[config.mk]
export PLATFORM = sky130hd
export DESIGN_NAME = fifo_out_packer_flat
export DESIGN_NICKNAME = d
export VERILOG_FILES = /design/src/rtl/fifo_out_pack_pkg.sv /design/src/rtl/fifo_out_packer_if.sv /design/src/rtl/fifo_out_pack_obuf.sv /design/src/rtl/fifo_out_packer.sv /design/src/flat_wrapper.sv
export SDC_FILE = /design/constraint.sdc
export NUM_CORES = 1
export LEC_CHECK = 0
export BUFFER_PORTS_ARGS = -buffer_cell sky130_fd_sc_hd__buf_2
export CAP_MARGIN = 10
export CELL_PAD_IN_SITES_DETAIL_PLACEMENT = 0
export CELL_PAD_IN_SITES_GLOBAL_PLACEMENT = 1
export CORE_MARGIN = 2
export CORE_UTILIZATION = 43
export DETAILED_ROUTE_END_ITERATION = 10
export GPL_TIMING_DRIVEN = 1
export HOLD_SLACK_MARGIN = 0.15
export PLACE_DENSITY_LB_ADDON = 0.1
export SLEW_MARGIN = 20
export SYNTH_ARGS = -nofsm -noshare
export SYNTH_HDL_FRONTEND = slang
export SYNTH_HIERARCHICAL = 1
export SYNTH_SLANG_ARGS = --single-unit
[constraint.sdc]
create_clock -name clk -period 3.3 [get_ports clk]
set_input_delay 0.165 -clock clk [delete_from_list [all_inputs] [get_ports clk]]
set_output_delay 0.165 -clock clk [all_outputs]
set_load 0.01 [all_outputs]
[src/rtl/fifo_out_pack_pkg.sv]
// Shared types, defaults and lane-mask helper for the FIFO output packer.
package fifo_out_pack_pkg;

  typedef enum logic {FILL, FLUSH} pack_state_e;

  localparam int DATA_W_DEF = 16;
  localparam int RATIO_DEF  = 2;

  // Valid-lane mask for a beat holding cnt words; RATIO never exceeds 8.
  function automatic logic [7:0] keep_mask(input int cnt);
    logic [15:0] m;
    m = (16'd1 << cnt) - 16'd1;
    return m[7:0];
  endfunction

endpackage

[src/rtl/fifo_out_packer_if.sv]
// Word input and packed-beat output of the FIFO output packer; slave is the packer side.
interface fifo_out_packer_if #(
  parameter int DATA_W = 16,
  parameter int RATIO  = 2
);
  logic [DATA_W-1:0]       data_out;
  logic                    data_out_vld;
  logic                    data_out_rdy;
  logic                    flush;
  logic [DATA_W*RATIO-1:0] pack_data;
  logic [RATIO-1:0]        pack_keep;
  logic                    pack_vld;
  logic                    pack_rdy;

  modport slave (
    input  data_out, data_out_vld, flush, pack_rdy,
    output data_out_rdy, pack_data, pack_keep, pack_vld
  );

  modport master (
    output data_out, data_out_vld, flush, pack_rdy,
    input  data_out_rdy, pack_data, pack_keep, pack_vld
  );
endinterface

[src/rtl/fifo_out_pack_obuf.sv]
// Single-entry output register: load wins over take, so a new beat can replace the one being taken.
// Latency 1 from load_i; vld_o/data_o/keep_o hold until rdy_i.
module fifo_out_pack_obuf #(
  parameter int DATA_W = 16,
  parameter int RATIO  = 2
) (
  input  logic                    clk,
  input  logic                    rst,
  input  logic                    load_i,
  input  logic [DATA_W*RATIO-1:0] data_i,
  input  logic [RATIO-1:0]        keep_i,
  input  logic                    rdy_i,
  output logic                    vld_o,
  output logic [DATA_W*RATIO-1:0] data_o,
  output logic [RATIO-1:0]        keep_o,
  output logic                    full_o
);
  logic                    vld_q;
  logic [DATA_W*RATIO-1:0] data_q;
  logic [RATIO-1:0]        keep_q;

  always_ff @(posedge clk or posedge rst) begin
    if (rst) begin
      vld_q  <= 1'b0;
      data_q <= '0;
      keep_q <= '0;
    end else if (load_i) begin
      vld_q  <= 1'b1;
      data_q <= data_i;
      keep_q <= keep_i;
    end else if (rdy_i) begin
      vld_q  <= 1'b0;
    end
  end

  assign vld_o  = vld_q;
  assign data_o = data_q;
  assign keep_o = keep_q;
  assign full_o = vld_q;
endmodule

[src/rtl/fifo_out_packer.sv]
// Packs RATIO FIFO words into one beat (latency 1); flush closes a partial beat. Input stalls only
// when a completing word or pending flush has nowhere to go. Optional counters: FIFO_OUT_PACK_STATS_EN.
module fifo_out_packer
  import fifo_out_pack_pkg::*;
#(
  parameter int DATA_W = DATA_W_DEF,
  parameter int RATIO  = RATIO_DEF
) (
  input  logic             clk,
  input  logic             rst,
  fifo_out_packer_if.slave bus
`ifdef FIFO_OUT_PACK_STATS_EN
  ,
  output logic [31:0]      stat_words,
  output logic [15:0]      stat_flushes
`endif
);
  localparam int CNT_W = $clog2(RATIO);
  localparam logic [CNT_W-1:0] LAST = CNT_W'(RATIO - 1);

  typedef logic [RATIO-1:0][DATA_W-1:0] acc_t;

  acc_t             acc_q, acc_d, merged;
  logic [CNT_W-1:0] cnt_q, cnt_d, fill_cnt;
  pack_state_e      state_q, state_d;
  logic             obuf_full, obuf_free, accept, complete;
  logic             load, partial_load;
  logic [RATIO-1:0] load_keep;

  assign obuf_free = !obuf_full || bus.pack_rdy;
  assign bus.data_out_rdy = !rst && (state_q == FILL) &&
                            !((cnt_q == LAST) && obuf_full && !bus.pack_rdy);
  assign accept   = bus.data_out_vld && bus.data_out_rdy;
  assign complete = accept && (cnt_q == LAST);

  always_comb begin
    merged = acc_q;
    if (accept) merged[cnt_q] = bus.data_out;
    fill_cnt     = accept ? cnt_q + CNT_W'(1) : cnt_q;
    acc_d        = merged;
    cnt_d        = fill_cnt;
    state_d      = state_q;
    load         = 1'b0;
    partial_load = 1'b0;
    load_keep    = '1;
    case (state_q)
      FILL: begin
        if (complete) begin
          load  = 1'b1;
          cnt_d = '0;
          acc_d = '0;
        end else if (bus.flush && (fill_cnt != '0)) begin
          // Flush sees the word accepted this cycle; a busy output parks the partial beat.
          if (obuf_free) begin
            load         = 1'b1;
            partial_load = 1'b1;
            load_keep    = RATIO'(keep_mask(int'(fill_cnt)));
            cnt_d        = '0;
            acc_d        = '0;
          end else begin
            state_d = FLUSH;
          end
        end
      end
      FLUSH: begin
        if (obuf_free) begin
          load         = 1'b1;
          partial_load = 1'b1;
          load_keep    = RATIO'(keep_mask(int'(cnt_q)));
          cnt_d        = '0;
          acc_d        = '0;
          state_d      = FILL;
        end
      end
      default: state_d = FILL;
    endcase
  end

  always_ff @(posedge clk or posedge rst) begin
    if (rst) begin
      acc_q   <= '0;
      cnt_q   <= '0;
      state_q <= FILL;
    end else begin
      acc_q   <= acc_d;
      cnt_q   <= cnt_d;
      state_q <= state_d;
    end
  end

  fifo_out_pack_obuf #(
    .DATA_W (DATA_W),
    .RATIO  (RATIO)
  ) u_obuf (
    .clk    (clk),
    .rst    (rst),
    .load_i (load),
    .data_i (merged),
    .keep_i (load_keep),
    .rdy_i  (bus.pack_rdy),
    .vld_o  (bus.pack_vld),
    .data_o (bus.pack_data),
    .keep_o (bus.pack_keep),
    .full_o (obuf_full)
  );

`ifdef FIFO_OUT_PACK_STATS_EN
  logic [31:0] stat_words_q;
  logic [15:0] stat_flushes_q;

  always_ff @(posedge clk or posedge rst) begin
    if (rst) begin
      stat_words_q   <= '0;
      stat_flushes_q <= '0;
    end else begin
      if (accept)       stat_words_q   <= stat_words_q + 32'd1;
      if (partial_load) stat_flushes_q <= stat_flushes_q + 16'd1;
    end
  end

  assign stat_words   = stat_words_q;
  assign stat_flushes = stat_flushes_q;
`endif
endmodule
[src/flat_wrapper.sv]
// flat-port wrapper written by rule: the top's interface ports become plain ports
module fifo_out_packer_flat import fifo_out_pack_pkg::*;
#(
  parameter int DATA_W = DATA_W_DEF,
  parameter int RATIO  = RATIO_DEF
)
  (clk, rst, bus_data_out, bus_data_out_vld, bus_flush, bus_pack_rdy, bus_data_out_rdy, bus_pack_data, bus_pack_keep, bus_pack_vld);
  fifo_out_packer_if #(.DATA_W(DATA_W), .RATIO(RATIO)) bus_i ();
  input  logic clk;
  input  logic rst;
  input wire logic [$bits(bus_i.data_out)-1:0] bus_data_out;
  input wire logic [$bits(bus_i.data_out_vld)-1:0] bus_data_out_vld;
  input wire logic [$bits(bus_i.flush)-1:0] bus_flush;
  input wire logic [$bits(bus_i.pack_rdy)-1:0] bus_pack_rdy;
  output wire logic [$bits(bus_i.data_out_rdy)-1:0] bus_data_out_rdy;
  output wire logic [$bits(bus_i.pack_data)-1:0] bus_pack_data;
  output wire logic [$bits(bus_i.pack_keep)-1:0] bus_pack_keep;
  output wire logic [$bits(bus_i.pack_vld)-1:0] bus_pack_vld;
  assign bus_i.data_out = bus_data_out;
  assign bus_i.data_out_vld = bus_data_out_vld;
  assign bus_i.flush = bus_flush;
  assign bus_i.pack_rdy = bus_pack_rdy;
  assign bus_data_out_rdy = bus_i.data_out_rdy;
  assign bus_pack_data = bus_i.pack_data;
  assign bus_pack_keep = bus_i.pack_keep;
  assign bus_pack_vld = bus_i.pack_vld;
  fifo_out_packer #(.DATA_W(DATA_W), .RATIO(RATIO)) u_core (.clk(clk), .rst(rst), .bus(bus_i));
endmodule
==> results of run 1 <==
worst paths after layout:
path,from,endpoint,slack [ns],cells after the start
max,rst,u_core/u_obuf/data_o[26],0.56,9
min,bus_data_out[5],u_core/acc_q[21],0.17,3
max reg2reg,u_core/state_q,u_core/u_obuf/data_o[26],0.58,7
min reg2reg,u_core/u_obuf/data_o[10],u_core/u_obuf/data_o[10],0.50,1
max in group asynchronous,rst,u_core/acc_q[25],2.19,4
min in group asynchronous,rst,u_core/acc_q[16],0.42,3
cell type report:
type	count	area (sq um)
clock buffers	13	148.9
clock inverters	2	10.01
fillers	700	3465
well taps	99	123.9
repair buffers	73	440.4
flip-flops and latches	69	1727
multi-input cells	146	1277
inverters	6	22.52
logic make-up after synthesis:
group	synth area share
flops	0.5437
mux	0.2116
buf+inv	0.05831
fa+ha+maj	0.003939
compound gates	0.07684
simple gates	0.1056
through the flow:
step                setup WS, ns  std cells
global placement          0.6472        385
finish                    0.5629        408
detailed placement        0.5939        385
CTS                       0.5810        408
floorplan                 0.4500        241
global route              0.4180        408
flip-flops by register name, summed over array words and instances (netlist names):
| signal | count |
|---|---|
| u_core/acc_q | 32 |
| u_core/cnt_q | 1 |
| u_core/state_q | 1 |
| u_core/u_obuf/data_o | 32 |
| u_core/u_obuf/full_o | 1 |
| u_core/u_obuf/keep_o | 2 |
where the power goes:
group          internal [uW]  switching, uW  total [uW]  leakage (uW)
sequential              1160            126        1290      0.000913
combinational            691            649        1340      0.000936
clock                    288            294         582     0.0000833
layer usage:
layer	vias to the layer above	track usage	wire length [um]
met5	-	0	0
met4	0	0.07436	122
met3	10	0.05113	274
met2	46	0.2595	2928
met1	1006	0.2640	3350
li1	979	-	-
tightest hold or removal path: cells and delay by family:
family / cells / cell delay (ns)
AO/OA/AOI/OAI: 1 / 0.07
buffers and inverters: 1 / 0.11
AND/OR/NAND/NOR: 1 / 0.12
placed cells by master (no fill, tap or decap), types with 2 or more instances in the layout:
| cell type | instances |
|---|---|
| inv_1 | 4 |
| clkinv_2 | 2 |
| nand2_1 | 16 |
| o31ai_1 | 16 |
| clkbuf_8 | 10 |
| dfrtp_1 | 69 |
| buf_2 | 56 |
| and2b_1 | 2 |
| nand4_1 | 16 |
| dlygate4sd3_1 | 8 |
| mux2_4 | 29 |
| buf_4 | 8 |
| clkbuf_1 | 3 |
| a21oi_1 | 18 |
| mux2_2 | 21 |
| nor2b_1 | 15 |
timing repair:
| action | 4_1_cts | 5_1_grt |
|---|---|---|
| hold buffers | 8 | 0 |
| setup buffers | 0 | 0 |
| endpoints found under the hold margin | 15 | 0 |
==> summary.md, run 1 <==
| Metric | Value |
|---|---|
| Num CTS Buffers | `9` |
| Drt wl/cell | `16.36 um` |
| Crit path max-delay cell type | `o22ai_4` |
| CP max FO | `18` |
| Status | `finished clean` |
| # clock sinks | `69` |
| Most common cell in the netlist | `dfrtp_1` |
| CP cell instances | `dlygate4sd3_1 -> buf_2 -> or3b_1 -> a21oi_1 -> ha_1 -> a21oi_1 -> o22ai_4 -> buf_4 -> mux2_4` |
| Final Util | `0.5198` |
| DP HPWL | `4417 um` |
| Tightest Pin Transition | `0.9087 ns` |
| Initial Util | `0.4402` |
| Number of global-route vias before repair | `2120` |
| Area fraction of the dominant cell type after synthesis | `0.5437` |
| Post-synth EDFFs | `0` |
| Largest net degree at the start of global routing | `27` |
| Final WL | `6675 um` |
| Global-route wire length before repair | `11340 um` |
| Buf/Inv on CP | `3` |
| Most area-consuming cells after synthesis | `dfrtp_1 (54%), mux2_4 (14%), mux2_2 (7.4%)` |
| Synth unique cells | `30` |
| Port Buffer Count | `56` |
| Final Cell Area | `0.003750 sq mm` |
| Synth warn | `6` |
| Gate count after technology mapping | `241` |
| Asr flop ratio synth | `1.000` |
| Syn avg cell area | `13.18 sq um` |
| Final worst-path cycle share | `0.8294` |
| Post-synthesis instance area | `0.003176 sq mm` |
| Ant. Diodes | `0` |
| I/O pin count | `57` |
| Worst path required time | `3.52 ns` |
| DRT Pass-1 Iters | `4` |
| Relative slew slack | `0.3915` |
| CP endpoint kind | `register` |
| RSZ-0062 raised after global routing | `false` |
| Die height | `89.94 um` |
| DRT iter0 DRCs | `80` |
| Syn Nets | `263` |
| Max-cap violations | `0` |
| Row Count | `31` |
| CP arrival | `2.96 ns` |
| Area Growth Syn to Fin | `18.09%` |
| # H-tree levels | `3` |
| Initial antenna violation count | `0` |
| Primary FF master, synth | `dfrtp_1` |
| Top cells by count, synth | `dfrtp_1 (69), mux2_4 (29), mux2_2 (21)` |
| VDD IR-drop max | `0.0003245 V` |
| Crit path largest cell delay | `0.55 ns` |
| Total grt overflow | `0` |
| Leakage | `0.001933 uW` |
| Worst-Skew Late Latency | `0.34 ns` |
| CTS tree | `built` |
| Final max-slew violation count | `0` |
| Cell Pwr Density | `856.5 mW/mm^2` |
| Routability congestion estimate | `0.7599` |
| GRT Total Usage | `0.1824` |
| Fin Setup TNS | `0 ns` |
| Total power | `3212 uW` |
| Crit path time final | `2.737 ns` |
| Critical path's top delay family | `buffers and inverters` |
| Final net count | `327` |
| Die area | `0.008088 sq mm` |
| WHS | `0.1715 ns` |
| Sequential-to-total area share from yosys stat | `0.5437` |
| Top cell type by total area after synthesis | `dfrtp_1` |
| Final Hold Viols | `0` |
| Clock Pin Slew Worst Setup and Hold Paths | `0.07 ns` |
| Final ANT Viol Nets | `0` |
| Routed vias | `2041` |
| CP most frequent cell | `a21oi_1` |
| Fmax | `0.3653 GHz` |
| Worst Clk Skew | `0.005836 ns` |
| Vias/cell | `5.002` |
| Element type at the critical path start | `input port` |
| Clock root cell | `clkbuf_8` |
| Setup violations, final | `0` |
| PostCTS Resize Cnt | `0` |
| CP Class | `input port to register` |
| Share of post-route cells with drive strength above 1 | `0.4239` |
| Flops & latches, synth | `69` |
| Die X | `89.94 um` |
| Core area | `0.007214 sq mm` |
| HP Class | `input port to register` |
| DRC viols | `0` |
| Post-DP Area | `0.003511 sq mm` |
| Max Buffers Root-to-Sink | `2` |
Note: power is estimated with default switching activity, not from simulation.
==> run 2, diff against run 1 <==
- CORE_UTILIZATION: 43 -> 40
- clock period: 3.3 -> 2.3 ns (I/O delays scaled with it)
==> run 2 against run 1 <==
Effect of this change: clock-buffer cell count shrank 3; design area grew 5.6%; sequential cell count is the same; global-route usage fell by 1.4 points; first-iteration DRC count down 16%; register-to-register slack worse by 0.38 ns; worst hold slack improved by 0.026 ns; via count up 1.4%; final cell count up 4.7%; non-clock buffer count increased by 15; setup slack got worse by 0.48 ns; sequential share of layout area down 2.5 points; critical path type unchanged.
==> summary.md, run 2 (synthesis gave the netlist of run 1 again) <==
| Metric | Value |
|---|---|
| Num CTS Buffers | `9` |
| Largest net degree at the start of global routing | `44` |
| DRC viols | `0` |
| # H-tree levels | `3` |
| Die height | `93.10 um` |
| Initial Util | `0.4109` |
| Share of post-route cells with drive strength above 1 | `0.4338` |
| CP Launch Point | `rst` |
| CP max FO | `43` |
| WHS | `0.1975 ns` |
| RSZ-0062 raised after global routing | `false` |
| Final ANT Viol Nets | `0` |
| Die area | `0.008668 sq mm` |
| Worst path required time | `2.51 ns` |
| CP endpoint kind | `register` |
| Die X | `93.10 um` |
| Post-DP Area | `0.003560 sq mm` |
| CP most frequent cell | `a21oi_2` |
| Leakage | `0.002029 uW` |
| HP Class | `input port to register` |
| Core area | `0.007727 sq mm` |
| Max-cap violations | `0` |
| I/O pin count | `57` |
| Worst-Skew Late Latency | `0.34 ns` |
| Setup violations, final | `0` |
| FF-to-FF path depth | `7` |
| Number of global-route vias before repair | `2150` |
| Final Hold Viols | `0` |
| Final net count | `342` |
| Commonest non-fill, non-tap cell in the layout | `dfrtp_1` |
| Routability congestion estimate | `0.7425` |
| GRT Total Usage | `0.1686` |
| DRT iter0 DRCs | `67` |
| Initial antenna violation count | `0` |
| Total grt overflow | `0` |
| Worst R2R Start | `u_core/state_q` |
| Most frequent cells in the layout | `dfrtp_1 (69), buf_2 (56), mux2_4 (29)` |
| Routed vias | `2070` |
| Crit path largest cell delay | `0.54 ns` |
| CTS tree | `built` |
| CP Class | `input port to register` |
| Pre-CTS setup slack | `0.1475 ns` |
| Element type at the critical path start | `input port` |
| Clock Pin Slew Worst Setup and Hold Paths | `0.07 ns` |
| CP cell instances | `dlygate4sd3_1 -> buf_2 -> or3b_4 -> a21oi_2 -> ha_1 -> a21oi_2 -> o22ai_4 -> buf_12 -> mux2_4` |
| Cell Pwr Density | `1234 mW/mm^2` |
| Final max-slew violation count | `0` |
| Relative slew slack | `0.5826` |
| Final setup margin | `0.08545 ns` |
| Fmax | `0.4516 GHz` |
| Total power | `4887 uW` |
| Ant. Diodes | `0` |
| Max Buffers Root-to-Sink | `2` |
| Vias/cell | `4.848` |
| Row Count | `32` |
| Status | `finished clean` |
| Area Growth Syn to Fin | `24.74%` |
| Final Cell Area | `0.003961 sq mm` |
| Crit path time final | `2.215 ns` |
| Min-Delay Startpoint | `bus_flush` |
| # clock sinks | `69` |
| Final WL | `6768 um` |
| Final Util | `0.5126` |
| CP arrival | `2.43 ns` |
| Final worst-path cycle share | `0.9628` |
| DP HPWL | `4511 um` |
| VDD IR-drop max | `0.0005045 V` |
| Global-route wire length before repair | `11140 um` |
| Hold Crit Depth | `3` |
| Worst Clk Skew | `0.01154 ns` |
| Drt wl/cell | `15.85 um` |
| Clock root cell | `clkbuf_8` |
| DRT Pass-1 Iters | `4` |
| Tightest Pin Transition | `0.6261 ns` |
| Port Buffer Count | `56` |
| Crit path max-delay cell type | `dlygate4sd3_1` |
==> run 2: what timing repair did <==
item                       in CTS  in global routing
setup endpoints to repair       0                 13
hold buffers                   18                  0
hold endpoints to repair       47                  0
gates resized for setup         0                  2
setup buffers                   0                  0
==> run 2: final cells by class <==
| cell class | instances | area (sq um) |
|---|---|---|
| fillers | 724 | 3766 |
| flip-flops and latches | 69 | 1727 |
| multi-input cells | 146 | 1287 |
| repair buffers | 88 | 581.8 |
| clock buffers | 10 | 127.6 |
| well taps | 102 | 127.6 |
| clock inverters | 6 | 87.58 |
| inverters | 6 | 22.52 |
==> run 2: per-stage QoR <==
| stage | TNS, ns | std cells |
|---|---|---|
| CTS | 0 | 427 |
| floorplan | -9.789 | 241 |
| detailed placement | 0 | 393 |
| finish | 0 | 427 |
| global route | 0 | 427 |
| global placement | 0 | 393 |
==> run 2: critical path, delay by kind of cell <==
family,cells,cell delay [ns]
buffers and inverters,3,0.92
AND/OR/NAND/NOR,1,0.39
AO/OA/AOI/OAI,3,0.41
adder cells (fa/ha/maj),1,0.27
multiplexers,1,0.32
==> run 2: worst paths after layout <==
path | slack (ns) | to
worst min register to register | 0.51 | u_core/u_obuf/data_o[9]
worst max-delay path | 0.09 | u_core/u_obuf/data_o[5]
min in group asynchronous | 0.37 | u_core/acc_q[31]
max in group asynchronous | 1.25 | u_core/u_obuf/data_o[21]
worst max register to register | 0.20 | u_core/u_obuf/data_o[5]
worst min-delay path | 0.20 | u_core/state_q
==> run 2: power by group <==
part           leakage [uW]  switching, uW  internal (uW)
Combinational       0.00101            940           1030
Clock              0.000110            462            611
Sequential         0.000913            176           1670
==> run 2: layer usage <==
metal,global-route usage,vias to the layer above,routed length [um]
li1,-,1013,-
met1,0.2383,1004,3392
met2,0.2494,44,3056
met3,0.03062,9,206
met4,0.08333,0,113
met5,0,-,0
